==> src/rtl/gate_pkg.sv <==
// Shared definitions for the time-shared mux gate scheduler:
// opcode encodings and FSM state encoding.
package gate_pkg;

    localparam logic [1:0] OP_AND = 2'b00;
    localparam logic [1:0] OP_OR  = 2'b01;
    localparam logic [1:0] OP_NOT = 2'b10;
    localparam logic [1:0] OP_XOR = 2'b11;

    typedef enum logic [1:0] {
        IDLE  = 2'd0,
        EVAL1 = 2'd1,
        EVAL2 = 2'd2,
        RESP  = 2'd3
    } state_t;

endpackage

==> src/rtl/gate_mux2.sv <==
// Shared 2:1 mux primitive; every logic function of the scheduler is
// built by steering operands and constants through this one instance.
module gate_mux2 (
    input  logic sel,
    input  logic in0,
    input  logic in1,
    output logic z
);

    assign z = sel ? in1 : in0;

endmodule

==> src/rtl/mux_gate_scheduler.sv <==
// Round-robin scheduler time-sharing one gate_mux2 among NREQ requesters.
// Optional feature macro: MUX_GATE_XOR_EN (two-pass XOR for opcode 11;
// without it opcode 11 answers with rsp_err=1 and rsp_z=0).
module mux_gate_scheduler
    import gate_pkg::*;
#(
    parameter int NREQ = 2,
    parameter int IDW  = 1
) (
    input  logic              clk,
    input  logic              rst,
    input  logic [NREQ-1:0]   req,
    input  logic [2*NREQ-1:0] op,
    input  logic [NREQ-1:0]   a,
    input  logic [NREQ-1:0]   b,
    output logic [NREQ-1:0]   gnt,
    output logic              rsp_valid,
    output logic [IDW-1:0]    rsp_id,
    output logic              rsp_z,
    output logic              rsp_err
);

    state_t            state_r, state_s;
    logic [IDW-1:0]    rr_ptr_r, rr_ptr_s;
    logic [IDW-1:0]    win_s;
    logic              win_vld_s;
    logic [1:0]        op_r, op_s;
    logic              a_r, a_s, b_r, b_s;
`ifdef MUX_GATE_XOR_EN
    logic              nb_r, nb_s;
`endif
    logic [NREQ-1:0]   gnt_s;
    logic              rsp_valid_s, rsp_z_s, rsp_err_s;
    logic [IDW-1:0]    rsp_id_s;
    logic              mux_sel_s, mux_in0_s, mux_in1_s, mux_z_s;

    gate_mux2 u_mux (
        .sel (mux_sel_s),
        .in0 (mux_in0_s),
        .in1 (mux_in1_s),
        .z   (mux_z_s)
    );

    // Round-robin search: first set req bit at or after rr_ptr, with wrap.
    always_comb begin
        win_vld_s = 1'b0;
        win_s     = {IDW{1'b0}};
        for (int i = 0; i < NREQ; i++) begin
            if (!win_vld_s && req[(int'(rr_ptr_r) + i) % NREQ]) begin
                win_vld_s = 1'b1;
                win_s     = IDW'((int'(rr_ptr_r) + i) % NREQ);
            end else begin
                win_vld_s = win_vld_s;
                win_s     = win_s;
            end
        end
    end

    // Steer latched operands and constants onto the shared mux for the current pass.
    always_comb begin
        mux_sel_s = 1'b0;
        mux_in0_s = 1'b0;
        mux_in1_s = 1'b0;
        case (state_r)
            EVAL1: begin
                case (op_r)
                    OP_AND: begin mux_sel_s = a_r; mux_in1_s = b_r;  mux_in0_s = 1'b0; end
                    OP_OR:  begin mux_sel_s = a_r; mux_in1_s = 1'b1; mux_in0_s = b_r;  end
                    OP_NOT: begin mux_sel_s = a_r; mux_in1_s = 1'b0; mux_in0_s = 1'b1; end
`ifdef MUX_GATE_XOR_EN
                    OP_XOR: begin mux_sel_s = b_r; mux_in1_s = 1'b0; mux_in0_s = 1'b1; end
`endif
                    default: begin mux_sel_s = 1'b0; mux_in1_s = 1'b0; mux_in0_s = 1'b0; end
                endcase
            end
`ifdef MUX_GATE_XOR_EN
            EVAL2: begin mux_sel_s = a_r; mux_in1_s = nb_r; mux_in0_s = b_r; end
`endif
            default: begin mux_sel_s = 1'b0; mux_in1_s = 1'b0; mux_in0_s = 1'b0; end
        endcase
    end

    // Next-state, next-output and operand-capture decisions.
    always_comb begin
        state_s     = state_r;
        rr_ptr_s    = rr_ptr_r;
        op_s        = op_r;
        a_s         = a_r;
        b_s         = b_r;
`ifdef MUX_GATE_XOR_EN
        nb_s        = nb_r;
`endif
        gnt_s       = {NREQ{1'b0}};
        rsp_valid_s = 1'b0;
        rsp_id_s    = rsp_id;
        rsp_z_s     = rsp_z;
        rsp_err_s   = rsp_err;
        case (state_r)
            IDLE: begin
                if (win_vld_s) begin
                    op_s     = op[2*int'(win_s) +: 2];
                    a_s      = a[win_s];
                    b_s      = b[win_s];
                    gnt_s    = {{(NREQ-1){1'b0}}, 1'b1} << win_s;
                    rsp_id_s = win_s;
                    rr_ptr_s = (int'(win_s) == NREQ - 1) ? {IDW{1'b0}} : win_s + IDW'(1);
                    state_s  = EVAL1;
                end else begin
                    state_s  = IDLE;
                end
            end
            EVAL1: begin
                case (op_r)
                    OP_AND, OP_OR, OP_NOT: begin
                        rsp_z_s     = mux_z_s;
                        rsp_err_s   = 1'b0;
                        rsp_valid_s = 1'b1;
                        state_s     = RESP;
                    end
`ifdef MUX_GATE_XOR_EN
                    OP_XOR: begin
                        nb_s    = mux_z_s;
                        state_s = EVAL2;
                    end
`endif
                    default: begin
                        // Unsupported opcode: answer with an error flag and a zero result.
                        rsp_z_s     = 1'b0;
                        rsp_err_s   = 1'b1;
                        rsp_valid_s = 1'b1;
                        state_s     = RESP;
                    end
                endcase
            end
`ifdef MUX_GATE_XOR_EN
            EVAL2: begin
                rsp_z_s     = mux_z_s;
                rsp_err_s   = 1'b0;
                rsp_valid_s = 1'b1;
                state_s     = RESP;
            end
`endif
            RESP:    state_s = IDLE;
            default: state_s = IDLE;
        endcase
    end

    // FSM state register.
    always_ff @(posedge clk) begin
        if (rst) begin
            state_r <= IDLE;
        end else begin
            state_r <= state_s;
        end
    end

    // Arbitration pointer, captured operands and registered outputs.
    always_ff @(posedge clk) begin
        if (rst) begin
            rr_ptr_r  <= {IDW{1'b0}};
            op_r      <= 2'b00;
            a_r       <= 1'b0;
            b_r       <= 1'b0;
`ifdef MUX_GATE_XOR_EN
            nb_r      <= 1'b0;
`endif
            gnt       <= {NREQ{1'b0}};
            rsp_valid <= 1'b0;
            rsp_id    <= {IDW{1'b0}};
            rsp_z     <= 1'b0;
            rsp_err   <= 1'b0;
        end else begin
            rr_ptr_r  <= rr_ptr_s;
            op_r      <= op_s;
            a_r       <= a_s;
            b_r       <= b_s;
`ifdef MUX_GATE_XOR_EN
            nb_r      <= nb_s;
`endif
            gnt       <= gnt_s;
            rsp_valid <= rsp_valid_s;
            rsp_id    <= rsp_id_s;
            rsp_z     <= rsp_z_s;
            rsp_err   <= rsp_err_s;
        end
    end

endmodule

==> config.mk <==
export PLATFORM = sky130hd
export DESIGN_NAME = mux_gate_scheduler
export DESIGN_NICKNAME = d
export VERILOG_FILES = /design/src/rtl/gate_pkg.sv /design/src/rtl/gate_mux2.sv /design/src/rtl/mux_gate_scheduler.sv
export SDC_FILE = /design/constraint.sdc
export NUM_CORES = 1
export LEC_CHECK = 0
export CAP_MARGIN = 20
export CORE_MARGIN = 2
export CORE_UTILIZATION = 30
export CTS_CLUSTER_DIAMETER = 80
export DETAILED_ROUTE_END_ITERATION = 12
export DONT_BUFFER_PORTS = 1
export PLACE_DENSITY_LB_ADDON = 0.08
export SETUP_SLACK_MARGIN = 0.15
export SYNTH_ARGS = -nofsm -noshare
export SYNTH_HDL_FRONTEND = slang
export SYNTH_HIERARCHICAL = 1
export SYNTH_SLANG_ARGS = --single-unit
export TNS_END_PERCENT = 100
==> constraint.sdc <==
create_clock -name clk -period 2.2 [get_ports clk]
set_clock_uncertainty 0.2 [all_clocks]
set_input_delay 0.66 -clock clk [delete_from_list [all_inputs] [get_ports clk]]
set_output_delay 0.66 -clock clk [all_outputs]
set_load 0.05 [all_outputs]
Word-level counts from Yosys, hierarchy flattened
Index checks and enable logic that the tools add are counted.
{ "word_totals": {"regBits": 13, "word_cells": 54} }
{ "classes": {"addsub": 2, "bitwise": 3, "n_mux": 24, "reduce_logical": 7, "shift": 2, "order_cmp": 3, "n_eq_ne": 3} }
{ "op_table": {"columns": ["operator", "count"], "rows": [
  ["two-way mux 1 bit", 21],
  ["OR reduction 3 bit", 2],
  ["== test 2 x 1 -> 1 bit, second input constant", 2],
  ["logical NOT 2 bit", 2],
  ["less-than comparator 1 x 2 -> 1 bit, second input constant", 2],
  ["one-hot mux 1 bit (2 select lines)", 2],
  ["one-hot mux 2 bit (2 select lines)", 1],
  ["variable part select 4 x 3 -> 2 bit", 1],
  ["less-than comparator 2 x 3 -> 1 bit, second input constant", 1],
  ["adder 1 bit, second input constant", 2],
  ["== test 2 bit, second input constant", 1],
  ["inverter 1 bit", 2],
  ["AND reduction 2 bit", 1],
  ["left shift 1 x 1 -> 2 bit, first input constant", 1],
  ["bitwise AND 1 bit, first input constant", 1],
  ["logical AND 1 bit", 1],
  ["logical NOT 1 bit", 1]
]} }

Longest topological paths before layout
Gate-level depths: netlist (run 1).
{ "depth": {"depth_word": 9, "ltp_mapped": 7} }

Hierarchy
The synthesis (run 1) kept the hierarchy.
{ "modules_own_cells": {"columns": ["module", "area_each_um2", "seq_area_each_um2", "cells_each", "instances"], "rows": [
  ["mux_gate_scheduler", 549.3, 240.2, 64, 1],
  ["gate_mux2", 15.0, 0.0, 1, 1]
]} }

Least setup slack after synthesis (run 1)
Ideal clock, no wire load.
{ "synth_timing": {"kind": "reg2reg", "startpoint": "register state_r[1]", "endpoint": "register rsp_z", "path_buffers": 1, "path_stages_with_launch": 7, "t_required_ps": 1929, "setup_ps": 71, "arrival_ps": 1726, "setup_slack_ps": 203, "path_cell_list": "dfxtp_1 > nand2b_1 > clkbuf_2 > nor3b_1 > mux2_4 > or3b_1 > a21oi_1"} }
{ "synth_via": {"elab_chain_cells": 4} }
{ "synth_rtl": {"columns": ["item", "line", "text"], "rows": [
  ["from (decl)", "mux_gate_scheduler.sv:23", "state_t state_r, state_s;"],
  ["from (signal assigned)", "mux_gate_scheduler.sv:153", "state_r <= state_s;"],
  ["== test 2 x 1 -> 1 bit", "mux_gate_scheduler.sv:64", "case (state_r)"],
  ["two-way mux 1 bit", "mux_gate_scheduler.sv:64", null],
  ["named net mux_sel_s", "mux_gate_scheduler.sv:35", "logic mux_sel_s, mux_in0_s, mux_in1_s, mux_z_s;"],
  ["two-way mux 1 bit", "gate_mux2.sv:10", "assign z = sel ? in1 : in0;"],
  ["named net mux_z_s", "mux_gate_scheduler.sv:35", null],
  ["two-way mux 1 bit", "mux_gate_scheduler.sv:113", "case (op_r)"],
  ["to (signal assigned)", "mux_gate_scheduler.sv:183", "rsp_z <= rsp_z_s;"],
  ["to (decl)", "mux_gate_scheduler.sv:19", "output logic rsp_z,"]
]} }
The timed path passes the listed nets, and every way through them passes these cells.
A chain may end at the register's enable or synchronous reset.

Worst setup path after layout (run 1)
{ "layout_timing": {"startpoint": "register state_r[0]", "endpoint": "register rsp_z"} }
Same word-level chain as after synthesis.

==> results of run 1 <==
[power groups by stage]
stage / Clock [uW] / Combinational [uW] / Sequential (uW)
6_report: 130 / 61.9 / 254
5_1_grt: 146 / 73.3 / 257
4_1_cts: 137 / 63.4 / 254
3_5_place_dp: 0 / 63.2 / 260
3_3_place_gp: 0 / 63.8 / 260
2_1_floorplan: 0 / 46.9 / 262
[worst register-to-register path, cell delays in order (launching register included)]
cell and delay (ns):
dfxtp_1 0.40, nand2b_1 0.19, nor3b_1 0.31, mux2_4 0.20, or3b_1 0.33, a21oi_1 0.13
[synth_stat cells, drive strengths merged]
master	number
nand3	8
mux2	1
mux2i	1
nor3	2
a21oi	4
inv	2
nand2b	1
clkbuf	2
a31oi	4
a211oi	1
or2b	1
dfxtp	12
ha	4
or3b	1
or2	1
nand2	4
nor3b	4
o21ai	5
nor2	7
[final timing paths]
check	startpoint	to	slack, ns	depth (start not counted)
setup / recovery	state_r[0]	rsp_z	0.36	5
hold / removal	rst	rsp_z	0.25	1
setup reg to reg	state_r[0]	rsp_z	0.36	5
hold reg to reg	a_r	a_r	0.29	2
[layout make-up]
type,count,area (sq um)
fill,197,1121
multi-input combinational,49,307.8
clock buffer,3,22.52
inverter,2,7.507
timing repair buffer,2,15.01
sequential,12,240.2
tap,25,31.28
[layer usage]
layer	wire length (um)	vias up	GRT usage
li1	-	237	-
met1	502	211	0.1659
met2	598	7	0.1919
met3	42	2	0.03846
met4	12	0	0.1000
met5	0	-	0
[logic make-up (layout without fill, tap and decap cells)]
group | Yosys count | count (layout)
buffers and inverters | 4 | 7
AOI/OAI and AO/OA | 14 | 14
DFF | 12 | 12
and+or+nand+nor | 29 | 29
muxes | 2 | 2
adders and majority gates | 4 | 4
[through the flow]
stage	area, sq um	power (uW)	util	setup slack [ns]	std cells
final	624.3	446.2	0.3577	0.3616	93
after global routing	624.3	476.2	0.3577	0.2719	93
after CTS	624.3	454.6	0.3577	0.3861	93
after detailed placement	601.8	322.9	0.3448	0.3955	90
after global placement	601.8	323.4	0.3448	0.3906	90
after floorplan	564.3	308.9	-	0.2033	65
==> run metrics, run 1 <==
post-synthesis simple-gate area fraction 0.2749; slowest stage cell, crit path dfxtp_1; Final GP Congestion 0.7172; status finished clean; Power Internal 320.6 uW; Synth Instances 65; CP cell instances nand2b_1 > nor3b_1 > mux2_4 > or3b_1 > a21oi_1; main combinational cell family by area after synthesis simple AND/OR/NAND/NOR gates; Arrival @ worst endpoint 1.84 ns; clock net sink count 12; Finish-stage setup viols 0; antenna viol nets, final 0; Synth area leaders dfxtp_1 (43%), ha_1 (8.9%), nand3_1 (7.1%); Seq pwr share 0.570; pwr dens 714.6 nW/um^2; GRT overflow 0; PortBufs 0; worst relative slew slack 0.6659; global-route wire length before repair ~2000 um; Synth area leader dfxtp_1; fraction of layout cells with a size suffix above 1 0.1176; CTS Buf Count 3; Worst-Skew Late Latency 0.27 ns; vias in the first global route 436; P&R area growth vs syn 10.64%; largest net degree at the start of global routing 13; fin crit share 0.8356; synthesized area per cell 8.681 sq um; Final HPWL DP between 900 and 1000 um; Setup Fix Bufs, Post-CTS 0; top cell type's share of synthesized area 0.4257; Ports 18; fin nets 86; worst-path fanout max 7; Vias/cell 4.914; Synth Area in Adders 0.08869; Setup Crit Path Kind reg2reg; CTS tree done; Worst Hold Class in2reg; max-slew violation count 0; Switching Share 0.2814; Max Cap Viol 0; Routed Wire Length 1155 um; Rows 15; Psw roughly 130 uW; WP buf/inv 0; Initial Util 0.3233; Initial DRC Count 3; Hold Buf Count CTS 0; Core Box Area 1745 sq um; CP max stage delay 0.40 ns; peak supply drop 257.5 uV; initial antenna violation count 0; post-synth cell types 21; Post-Syn Nets between 80 and 90; CTS resizes 0; Critical Path Sink Type flip-flop; most frequent cells in the layout dfxtp_1 (12), nand3_1 (8), nor2_1 (7), o21ai_0 (5); minimum clock period 1.838 ns; clock power share 0.291; routed via count roughly 460; wire per inst 12.42 um; Synth Warn # 6; total track usage 0.1332; compound-cell area share of the yosys netlist 0.1375; clk buf depth 2; family with the most delay on the worst path simple AND/OR/NAND/NOR gates; Lkg Pwr 0.0002317 uW; Worst-path clk slew 0.07 ns; antenna cells 0; sequential area share after synthesis 0.4257; commonest non-fill, non-tap cell in the layout dfxtp_1; Fin. Hold Viols 0; RSZ-0062 raised after global routing false; Root Buffer clkbuf_4; Setup TNS 0 ns; die area 2244 sq um; drt pass-1 iters 2; DRC viols 0; Worst Path Required about 2.2 ns; CTS H-Tree Depth 1; Die Width 47.37 um; Post-Syn Area 564.3 sq um; xor/xnor share of the synthesized area 0; Logic pwr share 0.139; CP startpoint kind flip-flop; Max Fclk 544.0 MHz; Die Ht roughly 47 um; Seq cells post-synth 12; post-synthesis mux area share 0.04435; Slew @ Worst Pin between 0.5 and 0.6 ns; Regs by FF count gnt x2, op_r x2, state_r x2; Hold WS between 0.2 and 0.3 ns
Power figures use the tool's default switching activity.
==> run 2, diff against run 1 <==
clock period = 1.7 ns   (was 2.2 ns; I/O delays follow)
==> run 2 against run 1 <==
  * The flow now finishes with violations (negative setup slack)
  * Hold slack lost 0.17 ns
  * Largest cell class unchanged
  * Critical path type unchanged
  * Sequential power rose by 30%
  * Largest power group unchanged
  * Sequential cell count did not move
  * Non-clock buffer count is 3 higher
  * Global-route usage up 0.23 points
  * Highest routed layer unchanged
  * Routed wire length grew 7.1%
==> run metrics, run 2 (synthesis gave the netlist of run 1 again) <==
FILL cells 194; Final HPWL DP 907.5 um; die area 2244 sq um; antenna viol nets, final 0; minimum clock period 1.701 ns; RSZ-0062 raised after global routing true; Slew @ Worst Pin between 0.3 and 0.4 ns; CP max stage delay slightly below 0.4 ns; CTS H-Tree Depth 1; Lkg Pwr 0.0002600 uW; clk buf depth 2; area of the multi-input gates 365.4 sq um; Setup Fix Bufs, Post-CTS 0; wire per inst about 13 um; DP Worst Slack -0.06013 ns; drt pass-1 iters 3; antenna cells 0; Core Box Area 1745 sq um; final core utilization 0.4172; Initial Util 0.3233; DRC viols 0; Worst Setup Slack, final -0.001084 ns; commonest non-fill, non-tap cell in the layout nand3_1; Final GP Congestion between 0.6 and 0.7; Finish-stage setup viols 1; initial antenna violation count 0; Worst-Skew Late Latency ~0.27 ns; Routed Wire Length about 1200 um; Max Cap Viol 0; Ports 18; total track usage 0.1355; P&R area growth vs syn 29.05%; failing checks negative setup slack; Hold Buf Count CTS 0; Reg area 254.0 sq um; most frequent cells in the layout nand3_1 (8), nor2_1 (7), o21ai_0 (5), dfxtp_1 (5), dfxtp_2 (5); Final Power between 600 and 700 uW; fin nets 89; Critical Path Sink Type flip-flop; PortBufs 0; routed via count 485; largest net degree at the start of global routing 13; Setup TNS -0.001084 ns; Worst-path clk slew 0.07 ns; worst relative slew slack 0.7965; status finished with violations; CTS Buf Count 3; Die Width 47.37 um; Die Ht 47.37 um; peak supply drop 340.5 uV; Setup Crit Path Kind reg2reg; slowest stage cell, crit path dfxtp_4; Worst Path Required 1.71 ns; global-route wire length before repair between 1500 and 2000 um; Regs by FF count gnt x2, op_r x2, state_r x2; vias in the first global route 436; worst-path fanout max 4; pwr dens around 850 nW/um^2; Initial DRC Count 8; CTS tree done; Rows 15; GRT overflow 0; CP cell instances inv_4 > ha_4 > nor3b_2 > mux2_4 > or3b_4 > a21oi_2; Vias/cell around 5; CP startpoint kind flip-flop; clock net sink count 12; max-slew violation count 0; fin crit share 1.001; Fin. Hold Viols 0; Arrival @ worst endpoint 1.72 ns; Max Fclk 587.9 MHz; Root Buffer clkbuf_4; fraction of layout cells with a size suffix above 1 0.3889; Worst Hold Class in2reg
run 2: cell types whose count changed in the layout (fill, tap and decap cells not counted), sizes merged:
| cell | delta |
|---|---|
| clkbuf | +1 |
| buf | +3 |
run 2: worst max-delay path: cells and delay by family, from the launching register on:
| kind | cells | cell delay [ns] |
|---|---|---|
| AND/OR/NAND/NOR | 2 | 0.50 |
| flip-flops | 1 | 0.39 |
| adder cells (fa/ha/maj) | 1 | 0.24 |
| multiplexers | 1 | 0.15 |
| AO/OA/AOI/OAI | 1 | 0.11 |
| buffers and inverters | 1 | 0.05 |
run 2: per-layer routing:
metal  up-vias  global-route usage  wire [um]
met5         -                   0          0
met4         0             0.06667         17
met3         2             0.08077        128
met2        17              0.1784        533
met1       220              0.1728        558
li1        246                   -          -
run 2: power by group:
| group | total (uW) | switching [uW] | internal, uW | leakage [uW] |
|---|---|---|---|---|
| combinational | 106 | 56.9 | 48.7 | 0.000143 |
| clock | 183 | 92.4 | 90.9 | 0.0000150 |
| sequential | 331 | 30.8 | 300 | 0.000102 |
| total | 620 | 180 | 440 | 0.000260 |
run 2: area by class of cell:
cell class | instances | share of cell area
clock buffers | 4 | 0.03608
inverters | 2 | 0.01375
multi-input cells | 49 | 0.5017
flip-flops and latches | 12 | 0.3488
well taps | 25 | 0.04296
repair buffers | 5 | 0.05670
run 2: what timing repair did:
action | CTS | global route
endpoints found under the setup margin | 6 | 5
resized for setup | 16 | 3
pin swaps | 2 | 1
run 2: through the flow:
| step | hold WS, ns | std cells | instance area [sq um] |
|---|---|---|---|
| 2_1_floorplan | 0.2486 | 65 | 589.3 |
| 3_3_place_gp | 0.2418 | 93 | 640.6 |
| 3_5_place_dp | 0.2468 | 93 | 640.6 |
| 4_1_cts | 0.08386 | 97 | 715.7 |
| 5_1_grt | 0.07004 | 97 | 728.2 |
| 6_report | 0.08890 | 97 | 728.2 |
run 2: path summary, 6_finish.rpt:
kind / start / end / slack, ns / cells past startpoint
min: rst / rsp_z / 0.09 / 1
min reg2reg: rsp_z / rsp_z / 0.27 / 2
max: op_r[0] / rsp_z / -0.001 / 6
max reg2reg: op_r[0] / rsp_z / -0.001 / 6
